### src/rtl/hex_scan_display.sv
// hex_scan_display: multiplexed seven-segment scanner with a debounced channel
// select button. Optional build macro HEX_SCAN_LEADING_BLANK_EN blanks leading
// zero digits (digit 0 is always shown).
module hex_scan_display #(
  parameter int unsigned DIGITS     = 4,
  parameter int unsigned CHANNELS   = 4,
  parameter int unsigned PRESCALE   = 100000,
  parameter int unsigned DEB_CYCLES = 1000000
) (
  input  logic                                        clk,
  input  logic                                        reset,
  input  logic [CHANNELS*DIGITS*4-1:0]                data,
  input  logic [DIGITS-1:0]                           dp,
  input  logic                                        sel_btn,
  output logic [DIGITS-1:0]                           anode,
  output logic [7:0]                                  catode,
  output logic [(CHANNELS > 1 ? $clog2(CHANNELS) : 1)-1:0] chan
);

  localparam int unsigned CW = (CHANNELS > 1) ? $clog2(CHANNELS) : 1;
  localparam int unsigned IW = (DIGITS > 1) ? $clog2(DIGITS) : 1;
  localparam int unsigned PW = $clog2(PRESCALE);
  localparam int unsigned DW = $clog2(DEB_CYCLES);
  localparam int unsigned WW = DIGITS * 4;

  // Active-low glyph for one hex nibble, segments {g,f,e,d,c,b,a}
  function automatic logic [6:0] hex7(input logic [3:0] n);
    logic [6:0] s;
    s = 7'h7F;
    case (n)
      4'h0: s = 7'h40;
      4'h1: s = 7'h79;
      4'h2: s = 7'h24;
      4'h3: s = 7'h30;
      4'h4: s = 7'h19;
      4'h5: s = 7'h12;
      4'h6: s = 7'h02;
      4'h7: s = 7'h78;
      4'h8: s = 7'h00;
      4'h9: s = 7'h10;
      4'hA: s = 7'h08;
      4'hB: s = 7'h03;
      4'hC: s = 7'h46;
      4'hD: s = 7'h21;
      4'hE: s = 7'h06;
      4'hF: s = 7'h0E;
      default: s = 7'h7F;
    endcase
    return s;
  endfunction

`ifdef HEX_SCAN_LEADING_BLANK_EN
  // Marks digits that sit in the run of zeros above the first nonzero digit
  function automatic logic [DIGITS-1:0] lead_zero_mask(input logic [WW-1:0] w);
    logic zero_run;
    logic [DIGITS-1:0] m;
    zero_run = 1'b1;
    m        = '0;
    for (int i = int'(DIGITS) - 1; i >= 1; i--) begin
      zero_run = zero_run & (w[i*4 +: 4] == 4'h0);
      m[i]     = zero_run;
    end
    return m;
  endfunction
`endif

  logic [PW-1:0]     presc_q, presc_d;
  logic [IW-1:0]     idx_q, idx_d;
  logic              run_q, run_d;
  logic [WW-1:0]     snap_q, snap_d;
  logic [DIGITS-1:0] anode_q, anode_d;
  logic [7:0]        catode_q, catode_d;
  logic              sync1_q, sync1_d;
  logic              sync2_q, sync2_d;
  logic [DW-1:0]     deb_cnt_q, deb_cnt_d;
  logic              deb_lvl_q, deb_lvl_d;
  logic [CW-1:0]     chan_q, chan_d;

  logic              tick;
  logic              frame_start;
  logic              press;
  logic [WW-1:0]     live_word;
  logic [3:0]        nib;
  logic [6:0]        seg;
`ifdef HEX_SCAN_LEADING_BLANK_EN
  logic [DIGITS-1:0] blank_mask;
`endif

  // Next-state logic for scan timing, frame snapshot, outputs and button path
  always_comb begin
    presc_d   = presc_q;
    idx_d     = idx_q;
    run_d     = run_q;
    snap_d    = snap_q;
    anode_d   = anode_q;
    catode_d  = catode_q;
    sync1_d   = sel_btn;
    sync2_d   = sync1_q;
    deb_cnt_d = '0;
    deb_lvl_d = deb_lvl_q;
    chan_d    = chan_q;
    press     = 1'b0;

    tick    = (presc_q == PW'(PRESCALE - 1));
    presc_d = tick ? '0 : presc_q + PW'(1);

    // First tick after reset lands on digit 0; later ticks step and wrap
    if (tick) begin
      run_d = 1'b1;
      if (!run_q || idx_q == IW'(DIGITS - 1)) idx_d = '0;
      else                                    idx_d = idx_q + IW'(1);
    end

    // Frame snapshot uses the channel selected before any same-cycle press
    live_word   = data[chan_q*WW +: WW];
    frame_start = tick && (idx_d == '0);
    if (frame_start) snap_d = live_word;

    nib = snap_d[idx_d*4 +: 4];
    seg = hex7(nib);
`ifdef HEX_SCAN_LEADING_BLANK_EN
    blank_mask = lead_zero_mask(snap_d);
    if (blank_mask[idx_d]) seg = 7'h7F;
`endif

    if (tick) begin
      anode_d       = ~(DIGITS'(1) << idx_d);
      catode_d[6:0] = seg;
    end
    // Decimal point tracks dp every cycle once scanning has started
    catode_d[7] = run_d ? ~dp[idx_d] : 1'b1;

    // Debounce: level follows the synchronized input after a stable run
    if (sync2_q != deb_lvl_q) begin
      if (deb_cnt_q == DW'(DEB_CYCLES - 1)) begin
        deb_lvl_d = sync2_q;
        deb_cnt_d = '0;
      end else begin
        deb_cnt_d = deb_cnt_q + DW'(1);
      end
    end

    press = deb_lvl_d & ~deb_lvl_q;
    if (press) begin
      if (chan_q == CW'(CHANNELS - 1)) chan_d = '0;
      else                             chan_d = chan_q + CW'(1);
    end
  end

  // State registers with synchronous reset taking priority
  always_ff @(posedge clk) begin
    if (reset) begin
      presc_q   <= '0;
      idx_q     <= '0;
      run_q     <= 1'b0;
      snap_q    <= '0;
      anode_q   <= '1;
      catode_q  <= 8'hFF;
      sync1_q   <= 1'b0;
      sync2_q   <= 1'b0;
      deb_cnt_q <= '0;
      deb_lvl_q <= 1'b0;
      chan_q    <= '0;
    end else begin
      presc_q   <= presc_d;
      idx_q     <= idx_d;
      run_q     <= run_d;
      snap_q    <= snap_d;
      anode_q   <= anode_d;
      catode_q  <= catode_d;
      sync1_q   <= sync1_d;
      sync2_q   <= sync2_d;
      deb_cnt_q <= deb_cnt_d;
      deb_lvl_q <= deb_lvl_d;
      chan_q    <= chan_d;
    end
  end

  assign anode  = anode_q;
  assign catode = catode_q;
  assign chan   = chan_q;

endmodule

### config.mk
export PLATFORM = sky130hd
export DESIGN_NAME = hex_scan_display
export DESIGN_NICKNAME = d
export VERILOG_FILES = /design/src/rtl/hex_scan_display.sv
export SDC_FILE = /design/constraint.sdc
export NUM_CORES = 1
export LEC_CHECK = 0
export CAP_MARGIN = 0
export CORE_ASPECT_RATIO = 0.9
export CORE_MARGIN = 1.5
export CORE_UTILIZATION = 40
export CTS_BUF_LIST = sky130_fd_sc_hd__clkbuf_4 sky130_fd_sc_hd__clkbuf_8
export DETAILED_ROUTE_END_ITERATION = 6
export GPL_TIMING_DRIVEN = 0
export PLACE_DENSITY = 0.66
export SYNTH_ARGS = -nofsm -noshare
export SYNTH_HDL_FRONTEND = slang
export SYNTH_SLANG_ARGS = --single-unit
### constraint.sdc
create_clock -name clk -period 4.75 [get_ports clk]
set_input_delay 0.95 -clock clk [delete_from_list [all_inputs] [get_ports clk]]
set_output_delay 0.95 -clock clk [all_outputs]
set_load 0.03 [all_outputs]
==> results.md, run 1 <==
- Status: completed
- Post-synthesis sequential area ratio: 37.7%
- Crit end category: flip-flop
- Vias: 3492
- Core area: 9250 sq um
- Measured slew at the worst slew-check pin: 0.776 ns
- Pin count of the biggest net entering global routing: 15
- Yosys top cell by area: dfxtp_1
- Count of different cell masters after synthesis: 58
- Die area: 10300 sq um
- Most common cell after layout, fill and taps aside: clkdlybuf4s50_1
- FP Rows: 33
- Root buffer cell: clkbuf_8
- GRT overflow: 0
- Post-layout nets: 622
- Syn_area_per_cell: 8.70 sq um
- Initial Util: 42.0%
- Fillers: 879
- Die X: 107 um
- Max-cap check violation count: 0
- Synth area leaders: dfxtp_1 (38%), mux4_2 (9.3%), nor2_1 (6.0%), xor2_1 (5.9%), nand2_1 (5.6%)
- Gr usage total: 18.9%
- Post-DP Area: 4870 sq um
- Critical path launch point type: flip-flop
- Post-DR vias/cell: 5.23
- Input/output buffers: 84
- Top_reg_cell synth: dfxtp_1
- Clk slew on worst S/H paths: 0.08 ns
- Final-report setup violation count: 0
- Post-CTS setup buffer count: 0
- Syn-to-layout area delta: 30.2%
- Mapped Cells: 446
- Slew Limit Fails: 0
- Vias in the first global route: 3444
- Number of synthesized register bits: 73
- Clk_lat worst skew: 0.36 ns
- Die Height: 96.4 um
- Worst EP required: 5.00 ns
- WS Path Type: flip-flop to flip-flop
- Max VDD drop: 0.000111 V
- Warning count from the yosys run: 0
- DR DRC count: 0
- Post-Syn Area: 3880 sq um
- TritonRoute pass-1 iters: 4
- CTS Hold Bufs: 0
- H-tree levels: 3
- Mapped Nets: 527
- First DRT Iteration DRCs: 143
- Critical path arrival: 4.57 ns
- Commonest cells after routing, fill and taps aside: clkdlybuf4s50_1 (84), dfxtp_1 (73), nor2_1 (62)
- Final min period: 4.31 ns
- Core Util, Final: 54.6%
- Share of cells above drive strength 1: 8.42%
- Clk_skew: 0.00990 ns
- Critical Path Fanout Max: 8
- TritonCTS Buffers: 9
- Antenna Cells: 0
- RSZ-0062 raised after global routing: no
- CTS tree: built
- Wire length per cell: 13.7 um
- Clk buf depth: 2
- Share of the synthesized area in the top cell type: 37.7%
- Ys async rst share: 0%
- Final HPWL DP: 7.12 mm
- Fin crit share: 90.8%
- First-pass GRT wire length: 15.3 mm
- Total wire length: 9.15 mm
- Cts repair resizes: 0
- CTS sink cnt: 73
- RD Place Congestion: 0.904
- Antenna violations before repair: 0
- Fin. Hold Viols: 0
- DRT antenna net count: 0
- IO Pins: 85
- Max Fclk: 232 MHz
- Worst min path class: flip-flop to flip-flop
- P_leak: 1.74 nW
- Worst slew margin: 46.8%
- Post-synth EDFFs: 0
- PwrDens: 227 nW/um^2
- Final instance area: 5050 sq um
- Worst hold slack: 0.457 ns
- TNS Setup: 0 ns
per-stage QoR:
step	power [W]	cells	worst slack (ns)
finish	0.00115	668	0.436
global route	0.00119	668	0.142
CTS	0.00116	668	0.410
detailed placement	0.000718	652	0.440
global placement	0.000716	652	0.528
floorplan	0.000654	446	1.29
state kept, by name, summed over array words and instances (netlist names):
register and count:
sync1_q 1, deb_cnt_q 20, anode 4, idx_q 2, run_q 1, presc_q 17, deb_lvl_q 1, chan 2
sync2_q 1, catode 8, snap_q 16
power by group:
part,total [W],internal (W),leakage (nW),switching (W)
Clock,0.000445,0.000194,0.0915,0.000250
Sequential,0.000617,0.000614,0.589,0.00000277
Combinational,0.0000851,0.0000629,1.06,0.0000222
cell families after synthesis:
logic type | synth area share (%)
and+or+nand+nor | 25.8
adders and majority gates | 3.22
xor gates and xnor gates | 7.22
AOI/OAI and AO/OA | 10.5
DFF | 37.7
buffers and inverters | 3.35
muxes | 12.3
synthesized netlist by cell type (2+ instances only):
cell / number
nand4bb_1: 2
o211ai_1: 3
or4_1: 2
ha_1: 10
xnor2_1: 6
o41ai_1: 2
a21oi_1: 22
nand4_1: 9
xor2_1: 26
nor2b_1: 2
mux4_2: 16
mux2i_1: 9
nor4_1: 3
a31oi_1: 3
nor3_1: 9
and2_1: 3
nand3_1: 28
buf_1: 3
o2111ai_1: 2
o21ai_1: 2
and3_1: 12
inv_1: 9
clkbuf_1: 17
nand2_1: 58
o21ai_0: 13
nand3b_1: 2
o31ai_1: 2
dfxtp_1: 73
or3_1: 6
nor2_1: 62
buf_2: 2
nand2b_1: 2
layout make-up:
type                            instances  area (sq um)  area share (%)
Timing Repair Buffer                   84           841            16.6
Clock buffer                            9           124            2.45
Inverter                                9          33.8           0.669
Multi-Input combinational cell        341          2290            45.3
Sequential cell                        73          1460            28.9
Tap cell                              122           153            3.02
Clock inverter                          7          55.1            1.09
Buffer                                 23          96.3            1.91
final timing paths:
check	from	endpoint	slack (ns)	cells past startpoint
worst min-delay path	snap_q[15]$_SDFF_PP0_	snap_q[15]$_SDFF_PP0_	0.46	2
worst max register to register	presc_q[0]$_SDFF_PP0_	catode[0]$_SDFFE_PP1N_	0.44	12
worst min register to register	snap_q[15]$_SDFF_PP0_	snap_q[15]$_SDFF_PP0_	0.46	2
worst max-delay path	presc_q[0]$_SDFF_PP0_	catode[0]$_SDFFE_PP1N_	0.44	12
layer usage:
metal | track usage (%) | up-vias | routed length [um]
met5 | 0 | - | 0
met4 | 8.22 | 0 | 153
met3 | 4.29 | 11 | 436
li1 | - | 1780 | -
met1 | 22.5 | 1617 | 4180
met2 | 32.9 | 84 | 4380
worst max-delay path: stages (launching register included):
cell	delay (ns)
dfxtp_1	0.38
ha_1	0.24
nand4_1	0.33
nor4_2	0.81
mux2i_1	0.75
o21ai_0	0.22
nand4_1	0.31
inv_1	0.14
ha_1	0.24
or3_1	0.37
a221oi_1	0.23
a31o_2	0.16
nor3_1	0.04
Power figures use the tool's default switching activity.
==> run 2: changes to the inputs <==
- CORE_MARGIN: 1.5 -> not set
==> run 2 against run 1 <==
Die area fell by 2.0%. Worst setup slack improved by 0.031 ns. Fmax rose by 0.72%. Routed wire length fell by 0.97%. Worst hold slack got worse by 0.0068 ns. Clock power rose by 8.5%. Sequential cell count did not move. Non-clock buffer count did not move. Register-to-register slack improved by 0.03 ns. Critical path type unchanged. Highest routed layer unchanged.
==> results.md, run 2 (synthesized netlist as in run 1, its figures left out) <==
- Status: completed (unchanged)
- First DRT Iteration DRCs: 111 (was 143)
- Part of the power in registers: 52.1% (was 53.8%)
- Die Height: 95.4 um (was 96.4 um)
- GRT overflow: 0 (unchanged)
- Total wire length: 9.06 mm (was 9.15 mm)
- Switch share: 21.4% (was 24.0%)
- TNS Setup: 0 ns (unchanged)
- Final HPWL DP: 6.92 mm (was 7.12 mm)
- Root buffer cell: clkbuf_8 (unchanged)
- TritonRoute pass-1 iters: 4 (unchanged)
- Fillers: 885 (was 879)
- Worst slew margin: 43.1% (was 46.8%)
- Die area: 10100 sq um (was 10300 sq um)
- Most common cell after layout, fill and taps aside: clkdlybuf4s50_1 (unchanged)
- Clock Power Share: 40.8% (was 38.8%)
- CTS sink cnt: 73 (unchanged)
- Wire length per cell: 13.6 um (was 13.7 um)
- Gr usage total: 19.6% (was 18.9%)
- Post-layout nets: 622 (unchanged)
- P_leak: 1.77 nW (was 1.74 nW)
- Syn-to-layout area delta: 30.9% (was 30.2%)
- Core Util, Final: 54.9% (was 54.6%)
- Vias: 3436 (was 3492)
- Fin crit share: 90.2% (was 90.8%)
- Hold Path Depth: 1 (was 2)
- Post-DR vias/cell: 5.14 (was 5.23)
- RSZ-0062 raised after global routing: no (unchanged)
- CTS tree: built (unchanged)
- Worst EP required: 4.98 ns (was 5.00 ns)
- Critical Path Fanout Max: 8 (unchanged)
- Crit end category: flip-flop (unchanged)
- RD Place Congestion: 0.886 (was 0.904)
- Core area: 9250 sq um (unchanged)
- Biggest regs: deb_cnt_q (20), presc_q (17), snap_q (16) (unchanged)
- Vias in the first global route: 3352 (was 3444)
- PwrDens: 233 nW/um^2 (was 227 nW/um^2)
- Slew Limit Fails: 0 (unchanged)
- CTS Hold Bufs: 0 (unchanged)
- Clk_skew: 0.0106 ns (was 0.00990 ns)
- Critical path launch point type: flip-flop (unchanged)
- FP Rows: 33 (unchanged)
- Clk slew on worst S/H paths: 0.08 ns (about the same)
- Combinational share of power: 7.1% (was 7.4%)
- Post-CTS setup buffer count: 0 (unchanged)
- Max reg flops: 20 (unchanged)
- TritonCTS Buffers: 9 (unchanged)
- Die X: 106 um (was 107 um)
- Net Sw Power: 0.000254 W (was 0.000275 W)
- Input/output buffers: 84 (unchanged)
- Pin count of the biggest net entering global routing: 13 (was 15)
- Initial Util: 42.0% (unchanged)
- Final-report setup violation count: 0 (unchanged)
- Antenna violations before repair: 0 (unchanged)
- Max Fclk: 233 MHz (was 232 MHz)
- Final min period: 4.28 ns (was 4.31 ns)
- Max VDD drop: 0.000103 V (was 0.000111 V)
- Clk buf depth: 2 (unchanged)
- Cts repair resizes: 0 (unchanged)
- Share of cells above drive strength 1: 8.42% (unchanged)
- Post-route insts no fill: 668 (unchanged)
- Clk_lat worst skew: 0.34 ns (was 0.36 ns)
- Fin. Hold Viols: 0 (unchanged)
- R2R depth: 12 (unchanged)
- Placed cells: 652 (unchanged)
- First-pass GRT wire length: 15.4 mm (was 15.3 mm)
- Pint: 0.000931 W (was 0.000872 W)
- WS Path Type: flip-flop to flip-flop (unchanged)
- Measured slew at the worst slew-check pin: 0.830 ns (was 0.776 ns)
- DR DRC count: 0 (unchanged)
- Reg with most FFs: deb_cnt_q (unchanged)
- IO Pins: 85 (unchanged)
- H-tree levels: 3 (unchanged)
- Max-cap check violation count: 0 (unchanged)
- DRT antenna net count: 0 (unchanged)
- Antenna Cells: 0 (unchanged)
- Worst min path class: flip-flop to flip-flop (unchanged)
- Critical path arrival: 4.52 ns (was 4.57 ns)
- Commonest cells after routing, fill and taps aside: clkdlybuf4s50_1 (84), dfxtp_1 (73), nor2_1 (62) (unchanged)
run 2: layer usage:
metal	GRT usage (%)	vias to the layer above	part of all wire (%)
li1	-	1770	-
met2	33.7	91	48
met5	0	-	0
met1	23.9	1563	46
met3	3.96	12	4.6
met4	8.91	0	1.6
run 2: area by class of cell:
class                      instances  area, sq um  area share, %
multi-input combinational        341         2300           45.2
sequential                        73         1460           28.8
timing repair buffer              84          841           16.6
tap                              122          153           3.01
clock buffer                      11          139           2.74
buffer                            23         96.3           1.90
clock inverter                     5         56.3           1.11
inverter                           9         33.8          0.665
run 2: worst paths after layout:
check	slack (ns)	start	to
max	0.47	presc_q[0]$_SDFF_PP0_	catode[0]$_SDFFE_PP1N_
min	0.45	sync1_q$_SDFF_PP0_	sync2_q$_SDFF_PP0_
max reg2reg	0.47	presc_q[0]$_SDFF_PP0_	catode[0]$_SDFFE_PP1N_
min reg2reg	0.45	sync1_q$_SDFF_PP0_	sync2_q$_SDFF_PP0_
run 2: critical path, stage by stage (launching register included):
cell,delay [ns]
dfxtp_1,0.38
ha_1,0.24
nand4_1,0.38
nor4_4,0.63
mux2i_1,0.77
o21ai_0,0.24
nand4_1,0.32
inv_1,0.14
ha_1,0.24
or3_1,0.36
a221oi_1,0.25
a31o_2,0.16
nor3_1,0.04
run 2: power by group through the flow:
stage	clock network, W	registers, W	logic, W
final	0.000483	0.000617	0.0000843
after global routing	0.000526	0.000618	0.0000921
after CTS	0.000496	0.000617	0.0000855
after detailed placement	0	0.000632	0.0000852
after global placement	0	0.000632	0.0000844
after floorplan	0	0.000631	0.0000226
run 2: stage by stage:
stage               worst slack [ns]  area [sq um]  power (W)  hold WS (ns)
global route                   0.121          5080    0.00124         0.471
CTS                            0.343          5070    0.00120         0.451
finish                         0.467          5080    0.00119         0.451
global placement               0.489          4870   0.000716         0.417
floorplan                       1.29          3880   0.000654         0.414
detailed placement             0.415          4870   0.000717         0.432
